### config.mk
export PLATFORM = sky130hd
export DESIGN_NAME = systolic_tile_ctrl
export DESIGN_NICKNAME = d
export VERILOG_FILES = /design/src/rtl/systolic_ctrl_pkg.sv /design/src/rtl/ctrl_phase_cnt.sv /design/src/rtl/systolic_tile_ctrl.sv
export SDC_FILE = /design/constraint.sdc
export NUM_CORES = 1
export LEC_CHECK = 0
export ABC_AREA = 0
export ABC_CLOCK_PERIOD_IN_PS = 2900
export BUFFER_PORTS_ARGS = -buffer_cell sky130_fd_sc_hd__buf_2
export CAP_MARGIN = 20
export CORE_MARGIN = 10
export CORE_UTILIZATION = 47
export CTS_BUF_LIST = sky130_fd_sc_hd__clkbuf_8
export DETAILED_ROUTE_END_ITERATION = 10
export GPL_TIMING_DRIVEN = 1
export HOLD_SLACK_MARGIN = 0.06
export PLACE_DENSITY_LB_ADDON = 0.12
export SLEW_MARGIN = 30
export SYNTH_ARGS = -nofsm -noshare
export SYNTH_HDL_FRONTEND = slang
export SYNTH_SLANG_ARGS = --single-unit
### constraint.sdc
create_clock -name clk -period 2.9 [get_ports clk]
set_clock_uncertainty 0.2 [all_clocks]
set_input_delay 0.145 -clock clk [delete_from_list [all_inputs] [get_ports clk]]
set_output_delay 0.145 -clock clk [all_outputs]
set_load 0.005 [all_outputs]
### src/rtl/systolic_ctrl_pkg.sv
// Shared types and defaults for the systolic tile sequencer.
package systolic_ctrl_pkg;

  typedef enum logic [2:0] {
    IDLE, LOAD_W, SETTLE, CLEAR, COMPUTE, DRAIN, DONE
  } state_t;

  localparam int DEF_N_ROWS = 8;
  localparam int DEF_N_COLS = 8;

  // Cycles needed for the last activation to ripple out of the array.
  function automatic int drain_len(input int rows, input int cols);
    return rows + cols - 2;
  endfunction

endpackage

### src/rtl/ctrl_phase_cnt.sv
// Loadable down-counter with enable; stops at zero and flags zero and one.
module ctrl_phase_cnt import systolic_ctrl_pkg::*; #(
  parameter int W = 8
) (
  input  logic         clk,
  input  logic         rst,
  input  logic         load,
  input  logic [W-1:0] load_val,
  input  logic         en,
  output logic         zero,
  output logic         last
);

  logic [W-1:0] cnt;

  always_ff @(posedge clk or posedge rst) begin
    if (rst) begin
      cnt <= '0;
    end else if (load) begin
      cnt <= load_val;
    end else if (en && !zero) begin
      cnt <= cnt - W'(1);
    end
  end

  assign zero = (cnt == '0);
  assign last = (cnt == W'(1));

endmodule

### src/rtl/systolic_tile_ctrl.sv
// Job sequencer for one weight-stationary systolic tile.
// Optional perf counters are built when SYSTOLIC_CTRL_PERF_EN is defined.
//
// state   | meaning
// IDLE    | waiting for start; k_len latched on accept
// LOAD_W  | one weight row per handshake, N_ROWS beats
// SETTLE  | N_COLS quiet cycles so load_weight reaches the last column
// CLEAR   | one-cycle accumulator clear
// COMPUTE | one MAC per accepted activation beat, k_len beats
// DRAIN   | zero activations pushed until results leave the array
// DONE    | one-cycle done / acc_valid strobe
module systolic_tile_ctrl import systolic_ctrl_pkg::*; #(
  parameter int N_ROWS = DEF_N_ROWS,
  parameter int N_COLS = DEF_N_COLS,
  parameter int K_W    = 16,
  parameter int CNT_W  = 32
) (
  input  logic                                          clk,
  input  logic                                          rst,
  input  logic                                          start,
  input  logic [K_W-1:0]                                k_len,
  output logic                                          busy,
  output logic                                          done,
  input  logic                                          w_valid,
  output logic                                          w_ready,
  output logic [(N_ROWS > 1 ? $clog2(N_ROWS) : 1)-1:0]  w_row_sel,
  output logic                                          pe_load_weight,
  output logic                                          pe_clr,
  input  logic                                          a_valid,
  output logic                                          a_ready,
  output logic                                          a_zero,
  output logic                                          pe_en,
  output logic                                          acc_valid
`ifdef SYSTOLIC_CTRL_PERF_EN
  ,
  output logic [CNT_W-1:0]                              perf_busy_cycles,
  output logic [CNT_W-1:0]                              perf_w_stall,
  output logic [CNT_W-1:0]                              perf_a_stall
`endif
);

  localparam int D_LEN  = drain_len(N_ROWS, N_COLS);
  localparam int PH_MAX = (N_COLS > D_LEN) ? N_COLS : D_LEN;
  localparam int PH_W   = $clog2(PH_MAX + 1);
  localparam int RS_W   = (N_ROWS > 1) ? $clog2(N_ROWS) : 1;

  state_t          state_q, state_d;
  logic [RS_W-1:0] row_q;
  logic            start_acc, w_hs, a_hs, last_row;
  logic            ph_load, ph_en, ph_zero, ph_last;
  logic [PH_W-1:0] ph_val;
  logic            beat_zero, beat_last;

  assign start_acc = (state_q == IDLE) && start;
  assign w_hs      = w_valid && w_ready;
  assign a_hs      = a_valid && a_ready;
  assign last_row  = w_hs && (row_q == RS_W'(N_ROWS - 1));

  always_ff @(posedge clk or posedge rst) begin
    if (rst) begin
      state_q <= IDLE;
      row_q   <= '0;
    end else begin
      state_q <= state_d;
      if (start_acc || last_row) begin
        row_q <= '0;
      end else if (w_hs) begin
        row_q <= row_q + RS_W'(1);
      end
    end
  end

  // One timer serves both SETTLE and DRAIN; each phase loads it on entry.
  assign ph_load = last_row || (a_hs && beat_last);
  assign ph_val  = last_row ? PH_W'(N_COLS) : PH_W'(D_LEN);
  assign ph_en   = (state_q == SETTLE) || (state_q == DRAIN);

  ctrl_phase_cnt #(.W(PH_W)) u_phase_cnt (
    .clk      (clk),
    .rst      (rst),
    .load     (ph_load),
    .load_val (ph_val),
    .en       (ph_en),
    .zero     (ph_zero),
    .last     (ph_last)
  );

  // The beat counter doubles as the latched k_len.
  ctrl_phase_cnt #(.W(K_W)) u_beat_cnt (
    .clk      (clk),
    .rst      (rst),
    .load     (start_acc),
    .load_val (k_len),
    .en       (a_hs),
    .zero     (beat_zero),
    .last     (beat_last)
  );

  always_comb begin
    state_d        = state_q;
    busy           = 1'b1;
    done           = 1'b0;
    acc_valid      = 1'b0;
    w_ready        = 1'b0;
    pe_load_weight = 1'b0;
    pe_clr         = 1'b0;
    a_ready        = 1'b0;
    a_zero         = 1'b0;
    pe_en          = 1'b0;
    case (state_q)
      IDLE: begin
        busy = 1'b0;
        if (start) state_d = LOAD_W;
      end
      LOAD_W: begin
        w_ready        = 1'b1;
        pe_load_weight = w_valid;
        if (last_row) state_d = SETTLE;
      end
      SETTLE: begin
        if (ph_last || ph_zero) state_d = CLEAR;
      end
      CLEAR: begin
        pe_clr  = 1'b1;
        state_d = beat_zero ? DONE : COMPUTE;
      end
      COMPUTE: begin
        a_ready = 1'b1;
        pe_en   = a_valid;
        if (a_hs && beat_last) state_d = (D_LEN > 0) ? DRAIN : DONE;
      end
      DRAIN: begin
        pe_en  = 1'b1;
        a_zero = 1'b1;
        if (ph_last || ph_zero) state_d = DONE;
      end
      DONE: begin
        done      = 1'b1;
        acc_valid = 1'b1;
        state_d   = IDLE;
      end
      default: begin
        busy    = 1'b0;
        state_d = IDLE;
      end
    endcase
  end

  assign w_row_sel = row_q;

`ifdef SYSTOLIC_CTRL_PERF_EN
  always_ff @(posedge clk or posedge rst) begin
    if (rst) begin
      perf_busy_cycles <= '0;
      perf_w_stall     <= '0;
      perf_a_stall     <= '0;
    end else if (state_q == IDLE) begin
      if (start) begin
        perf_busy_cycles <= '0;
        perf_w_stall     <= '0;
        perf_a_stall     <= '0;
      end
    end else begin
      if (perf_busy_cycles != '1) perf_busy_cycles <= perf_busy_cycles + CNT_W'(1);
      if (state_q == LOAD_W && !w_valid && perf_w_stall != '1)
        perf_w_stall <= perf_w_stall + CNT_W'(1);
      if (state_q == COMPUTE && !a_valid && perf_a_stall != '1)
        perf_a_stall <= perf_a_stall + CNT_W'(1);
    end
  end
`else
  // Counter width only matters with the perf block; still reject a nonsense config.
  a_cnt_w_legal: assert property (@(posedge clk) CNT_W > 0);
`endif

  a_no_load_and_en: assert property (@(posedge clk) disable iff (rst) !(pe_load_weight && pe_en));
  a_no_clr_and_en:  assert property (@(posedge clk) disable iff (rst) !(pe_clr && pe_en));
  a_one_ready:      assert property (@(posedge clk) disable iff (rst) !(w_ready && a_ready));
  a_done_pulse:     assert property (@(posedge clk) disable iff (rst) done |=> !done);

endmodule

==> results by group, run 1 <==
Clock tree
  – H-tree depth: 1
  – Clock Path Buffers: 2
  – Clk slew on worst S/H paths: 0.09 ns
  – Clock Tree Root: clkbuf_8
  – Sink Count: 26
  – TritonCTS clock tree: built
  – Clock latency on the worst-skew pair: 0.27 ns
  – PostCTS Resize Cnt: 0
  – CTS buffer count: 3

Route
  – DRC violation count after routing: 0
  – WL final: 3860 um
  – DR WL/cell: approximately 14 um
  – Drt initial violations: 63
  – Vias per cell: 5.28
  – Router iterations before antenna repair: 4
  – Routed Antenna Nets: 0
  – DR vias: 1484

Worst setup path
  – Critical R2R Launch: u_beat_cnt.cnt[3]
  – Reg2reg end: u_beat_cnt.cnt[15]
  – Nature of the critical path endpoint: flip-flop
  – Req. time, crit path: 2.86 ns
  – Critical path origin: u_beat_cnt.cnt[3]
  – Crit path kind: reg -> reg
  – R2R cell count: 5
  – Critical Path Fanout Max: 6
  – Worst R2R Setup Slack: between 0.4 and 0.5 ns
  – Worst setup path end: u_beat_cnt.cnt[15]
  – Worst Path Arrival: between 2 and 2.5 ns
  – Critical path launch point type: flip-flop

Pwr
  – Leak: 0.920 nW
  – Seq pwr share: roughly two fifths
  – Int Pwr: 0.00106 W
  – Pwr dens: 830 nW/um2
  – Sw frac: roughly 40%
  – Worst-case vdd ir drop: 0.000525 V
  – Total power: 0.00179 W
  – Combinational Power Share: 45.7%
  – Clock power share: a little over an eighth
  – Psw: about 0.00073 W

Placement
  – Port bufs: 32
  – Placed Cells: 259
  – Final GP Congestion: between 0.8 and 0.9
  – Dpl hpwl: 2940 um
  – Pre-CTS WS: 0.453 ns

Timing
  – Fin crit share: 84.4%
  – Fmax: 0.409 GHz
  – Fin Setup TNS: 0 ns
  – RSZ-0062 raised after global routing: no
  – Final critical-path required period: 2.45 ns
  – Worst Max-Slew Pin Slew: 0.546 ns
  – Min Hold Slack: 0.0718 ns
  – Relative slew slack: 63.5%
  – Final Max Tran Viols: 0
  – Final hold violations: 0
  – Setup slack after layout: 0.453 ns
  – Final setup viols: 0

Global route
  – Congestion Overflow GR: 0
  – GR Layer Usage met1: 15.1%
  – Global-route wire length before repair: 6720 um
  – Largest net degree at the start of global routing: 30
  – Global routing's busiest layer: met2
  – Vias in the first global route: 1524
  – Initial antenna violation count: 0
  – Met2 GRT Util: 21.9%
  – GRT Resource Usage Total: 12.6%
  – Met3 Use GR: under 10%

Floorplanning
  – Initial core utilization: 49.7%
  – Die Height: 80.1 um
  – Core Box Area: ~3400 um2
  – Die ar.: 6420 um2
  – I/O Pins: 33
  – Die X: roughly 80 um
  – Row Count: 21

Yosys
  – Syn Nets: about 210
  – Seq cells post-synth: 26
  – Yosys warns: 0
  – Mapped Area: 1700 um2
  – XOR/XNOR share of the synthesized area: 8.25%
  – Post-Syn Area per Cell: about 9.2 um2
  – Post-synth top area share: 38.3%
  – Proportion of synthesized area in mux cells: 0%
  – Seq/Total Area, Yosys: 38.3%
  – Biggest area consumer among synthesized cells: dfrtp_1
  – Ys async rst share: 100%
  – Post-synth EDFFs: 0
  – Largest family of logic cells by synthesized area: simple AND/OR/NAND/NOR gates
  – Area contributors post-synth: dfrtp_1, xnor2_1, ha_1, nand2_1, o21ai_1
  – Simple-gate area share of the yosys netlist: 27.3%
  – Synth cell types: 46
  – Adder-cell share of the synthesized area: between 5 and 6%
  – Compound-gate portion of the synthesized area: 16.9%
  – Synth Instances: roughly 190
  – Dominant synthesized flop cell: dfrtp_1

Min path
  – Hold crit path type: in -> reg
  – Hold path depth: 4

Outcome
  – Status: finished, final reports clean

Final layout
  – Fin nets: 264
  – Finished Layout Cells: 281
  – Layout cells sized above 1: 23.4%
  – Antenna diodes: 0
  – Syn-to-layout area delta: 26.7%

Job
  – Max_cap viols: 0
==> Yosys cell counts (3+ instances only) <==
cell type  instances
nor2_1            11
nor3_1             6
nand2_1           21
inv_1              9
o21a_1             3
xnor2_1           15
clkbuf_1           6
ha_1               7
dfrtp_1           26
o21ai_1           11
a211oi_1           4
and2_1             4
a21oi_1            6
or3_1              5
nand3_1            4
a2111oi_2          3
nor3b_1            3
nand3b_1           3
or2_2              3
==> layout by cell type (no fill, tap or decap), drive strengths merged, types with 3 or more instances in the layout <==
cell,instances
nor2,11
dlygate4sd3,18
a211oi,4
nand2,21
nand3,4
clkbuf,4
buf,36
or4,4
o21a,3
or3,5
nor3,6
nor3b,3
dfrtp,26
or2,4
o21ai,13
and2,4
nand3b,3
xnor2,15
ha,7
inv,9
a2111oi,4
a21oi,6
nor4,3
==> worst max-delay path, cell delays in order, from the launching register on <==
cell and delay (ns):
dfrtp_1 0.43, or4_4 0.59, or4_4 0.48, a2111oi_2 0.40, xnor2_1 0.16, o21ai_1 0.07
==> cell families (layout without fill, tap and decap cells) <==
family | Yosys count | in the layout
buffers and inverters | 17 | 67
adders and majority gates | 7 | 7
xor gates and xnor gates | 16 | 16
DFF | 26 | 26
and+or+nand+nor | 80 | 80
AOI/OAI and AO/OA | 39 | 39
==> repair_timing <==
action | in CTS | in global routing
setup buffers | 0 | 0
hold buffers | 18 | 0
hold endpoints to repair | 43 | 0
==> worst min path at each step <==
stage | start | to | slack (ns)
floorplan | rst | state_q[0] | -0.01
global route | w_valid | w_row_sel[2] | 0.09
finish | w_valid | w_row_sel[2] | 0.07
detailed placement | rst | w_row_sel[0] | 0.03
global placement | k_len[4] | u_beat_cnt.cnt[4] | 0.15
CTS | w_valid | w_row_sel[2] | 0.07
==> power by group through the flow <==
stage	Combinational (W)	Sequential (W)	Clock [W]
2_1_floorplan	0.000658	0.000661	0
3_3_place_gp	0.000782	0.000727	0
3_5_place_dp	0.000804	0.000738	0
4_1_cts	0.000828	0.000731	0.000242
5_1_grt	0.000926	0.000766	0.000257
6_report	0.000816	0.000734	0.000237
==> layer usage <==
layer / wire, um / part of all wire (%) / vias up
li1: - / - / 760
met1: 1690 / 44 / 697
met2: 1950 / 50 / 23
met3: 184 / 4.8 / 4
met4: 31 / 0.80 / 0
met5: 0 / 0 / -
==> sequential cells by signal (all words and copies together), names as in the netlist <==
register,count
u_phase_cnt.cnt,4
state_q,3
u_beat_cnt.cnt,16
w_row_sel,3
==> final cells by class <==
class	instances	area, um2
clock buffers	4	55.1
fillers	307	1260
inverters	9	33.8
multi-input cells	142	985
flip-flops and latches	26	651
well taps	46	57.6
repair buffers	54	370
==> metrics by stage <==
| stage | area (um2) | util, % |
|---|---|---|
| floorplan | 1700 | - |
| global placement | 1920 | 56.1 |
| detailed placement | 1920 | 56.1 |
| CTS | 2150 | 63.0 |
| global route | 2150 | 63.0 |
| finish | 2150 | 63.0 |
(Power assumes the default switching activity.)
==> run 2: changes to the inputs <==
--- a/config.mk
+++ b/config.mk
@@ -6,7 +6,7 @@
 export NUM_CORES = 1
 export LEC_CHECK = 0
 export ABC_AREA = 0
-export ABC_CLOCK_PERIOD_IN_PS = 2900
+export ABC_CLOCK_PERIOD_IN_PS = 2050
 export BUFFER_PORTS_ARGS = -buffer_cell sky130_fd_sc_hd__buf_2
 export CAP_MARGIN = 20
 export CORE_MARGIN = 10
==> constraint.sdc (replaced) <==
create_clock -name clk -period 2.05 [get_ports clk]
set_clock_uncertainty 0.2 [all_clocks]
set_input_delay 0.1025 -clock clk [delete_from_list [all_inputs] [get_ports clk]]
set_output_delay 0.1025 -clock clk [all_outputs]
set_load 0.005 [all_outputs]
==> run 2 against run 1 <==
Design area is 21% higher. Via count grew 12%. Largest power group unchanged. Critical path type unchanged. The flow now finishes with violations (negative setup slack). Sequential power is 30% higher.
==> results by group, run 2 (synthesis results as in run 1) <==
Final layout
  – Fin nets: 295
  – Largest regs: u_beat_cnt.cnt (16), u_phase_cnt.cnt (4)
  – Commonest non-fill, non-tap cell in the layout: buf_2
  – Largest Register: u_beat_cnt.cnt
  – Layout fillers: 257
  – Commonest non-fill, non-tap cells in the layout: buf_2, buf_4, dfrtp_1, nand2_1, dlygate4sd3_1
  – Antenna diodes: 0
  – Layout cells sized above 1: 39.8%
  – Syn-to-layout area delta: 53.1%
  – Largest register FFs: 16

Route
  – Drt initial violations: 66
  – DRC violation count after routing: 0
  – Router iterations before antenna repair: 4
  – Vias per cell: around 5.3
  – WL final: 4920 um
  – DR WL/cell: 15.8 um
  – DR vias: 1668
  – Routed Antenna Nets: 0

Timing
  – Worst Max-Slew Pin Slew: 0.340 ns
  – RSZ-0062 raised after global routing: yes
  – Final setup viols: 20
  – Final Max Tran Viols: 0
  – Final hold violations: 0
  – Final critical-path required period: ~2.2 ns
  – Relative slew slack: 77.3%
  – Setup slack after layout: -0.196 ns
  – Fmax: 0.445 GHz
  – Min Hold Slack: just over 0.2 ns
  – Fin crit share: 110%

Worst setup path
  – Critical path launch point type: flip-flop
  – Worst Path Arrival: between 2 and 2.5 ns
  – Critical Path Fanout Max: 5
  – Req. time, crit path: ~2 ns
  – Crit path kind: reg -> reg
  – Nature of the critical path endpoint: flip-flop

Outcome
  – Status: finished with violations
  – Failing checks: negative setup slack

Placement
  – Dpl hpwl: 3400 um
  – Pre-CTS WS: -0.322 ns
  – Port bufs: 32
  – Final GP Congestion: between 0.8 and 0.9

Clock tree
  – Clock Path Buffers: 2
  – Clk slew on worst S/H paths: 0.10 ns
  – H-tree depth: 1
  – TritonCTS clock tree: built
  – Clock Tree Root: clkbuf_8
  – Clock latency on the worst-skew pair: 0.28 ns
  – Sink Count: 26
  – CTS buffer count: 3

Global route
  – Largest net degree at the start of global routing: 30
  – Vias in the first global route: approximately 1800
  – Congestion Overflow GR: 0
  – Global-route wire length before repair: 8100 um
  – GRT Resource Usage Total: ~16%
  – Initial antenna violation count: 0

Floorplanning
  – I/O Pins: 33
  – Die Height: 80.1 um
  – Row Count: 21
  – Die X: 80.1 um
  – Initial core utilization: 49.7%
  – Die ar.: between 6000 and 7000 um2
  – Core Box Area: 3420 um2

Pwr
  – Worst-case vdd ir drop: 0.000671 V
  – Pwr dens: 1220 nW/um2
  – Leak: 1.11 nW
  – Total power: 0.00316 W

Job
  – Max_cap viols: 0

Min path
  – Hold crit path type: in -> async
-- run 2: cell type report --
cell class                      instances  area, um2  area share (%)
Sequential cell                        26        651            25.0
Tap cell                               46       57.6            2.21
Clock inverter                          1       30.0            1.16
Multi-Input combinational cell        142       1140            43.7
Inverter                                9       33.8            1.30
Timing Repair Buffer                   85        649            25.0
Clock buffer                            3       41.3            1.59
-- run 2: repair_timing --
item                                   4_1_cts  5_1_grt
endpoints found under the hold margin       46        0
hold buffers                                19        0
resized for setup                           12       17
buffers inserted                             5        1
pin swaps                                   13       15
setup endpoints to repair                   22       23
-- run 2: stage by stage --
step           util (%)  setup TNS (ns)  instance area, um2  std cells
2_1_floorplan         -           -2.95                1730        185
3_3_place_gp       63.1           -2.93                2150        283
3_5_place_dp       63.1           -3.57                2150        283
4_1_cts            73.8           -3.19                2520        311
5_1_grt            76.1           -3.67                2600        312
6_report           76.1           -2.06                2600        312
-- run 2: path summary, 6_finish.rpt --
check                      slack, ns            endpoint  cells past startpoint         startpoint
max                            -0.20  u_beat_cnt.cnt[11]                      5  u_beat_cnt.cnt[5]
min                             0.21   u_beat_cnt.cnt[3]                      4                rst
max reg2reg                    -0.20  u_beat_cnt.cnt[11]                      5  u_beat_cnt.cnt[5]
min reg2reg                     0.34        w_row_sel[2]                      2       w_row_sel[2]
max in group asynchronous       1.19          state_q[2]                      4                rst
min in group clk                0.21        w_row_sel[0]                      5              start
-- run 2: where the power goes --
group,switching [W],internal (W),leakage (nW),total (W)
Sequential,0.000207,0.000745,0.316,0.000952
Clock,0.000181,0.000262,0.0357,0.000443
Combinational,0.000874,0.000892,0.763,0.00177
-- run 2: worst max-delay path, cell delays in order (launching register included) --
cell	delay [ns]
dfrtp_1	0.39
or4_4	0.55
or4_4	0.52
a2111oi_4	0.24
xnor2_1	0.16
o21ai_1	0.07
-- run 2: routing by layer --
metal  vias to the layer above  GRT usage [%]  wire length, um  part of all wire (%)
met1                       800           16.9             1960                    40
met5                         -              0                0                     0
li1                        828              -                -                     -
met2                        35           28.4             2710                    55
met4                         0           6.51               56                   1.1
met3                         5           3.34              196                   4.0
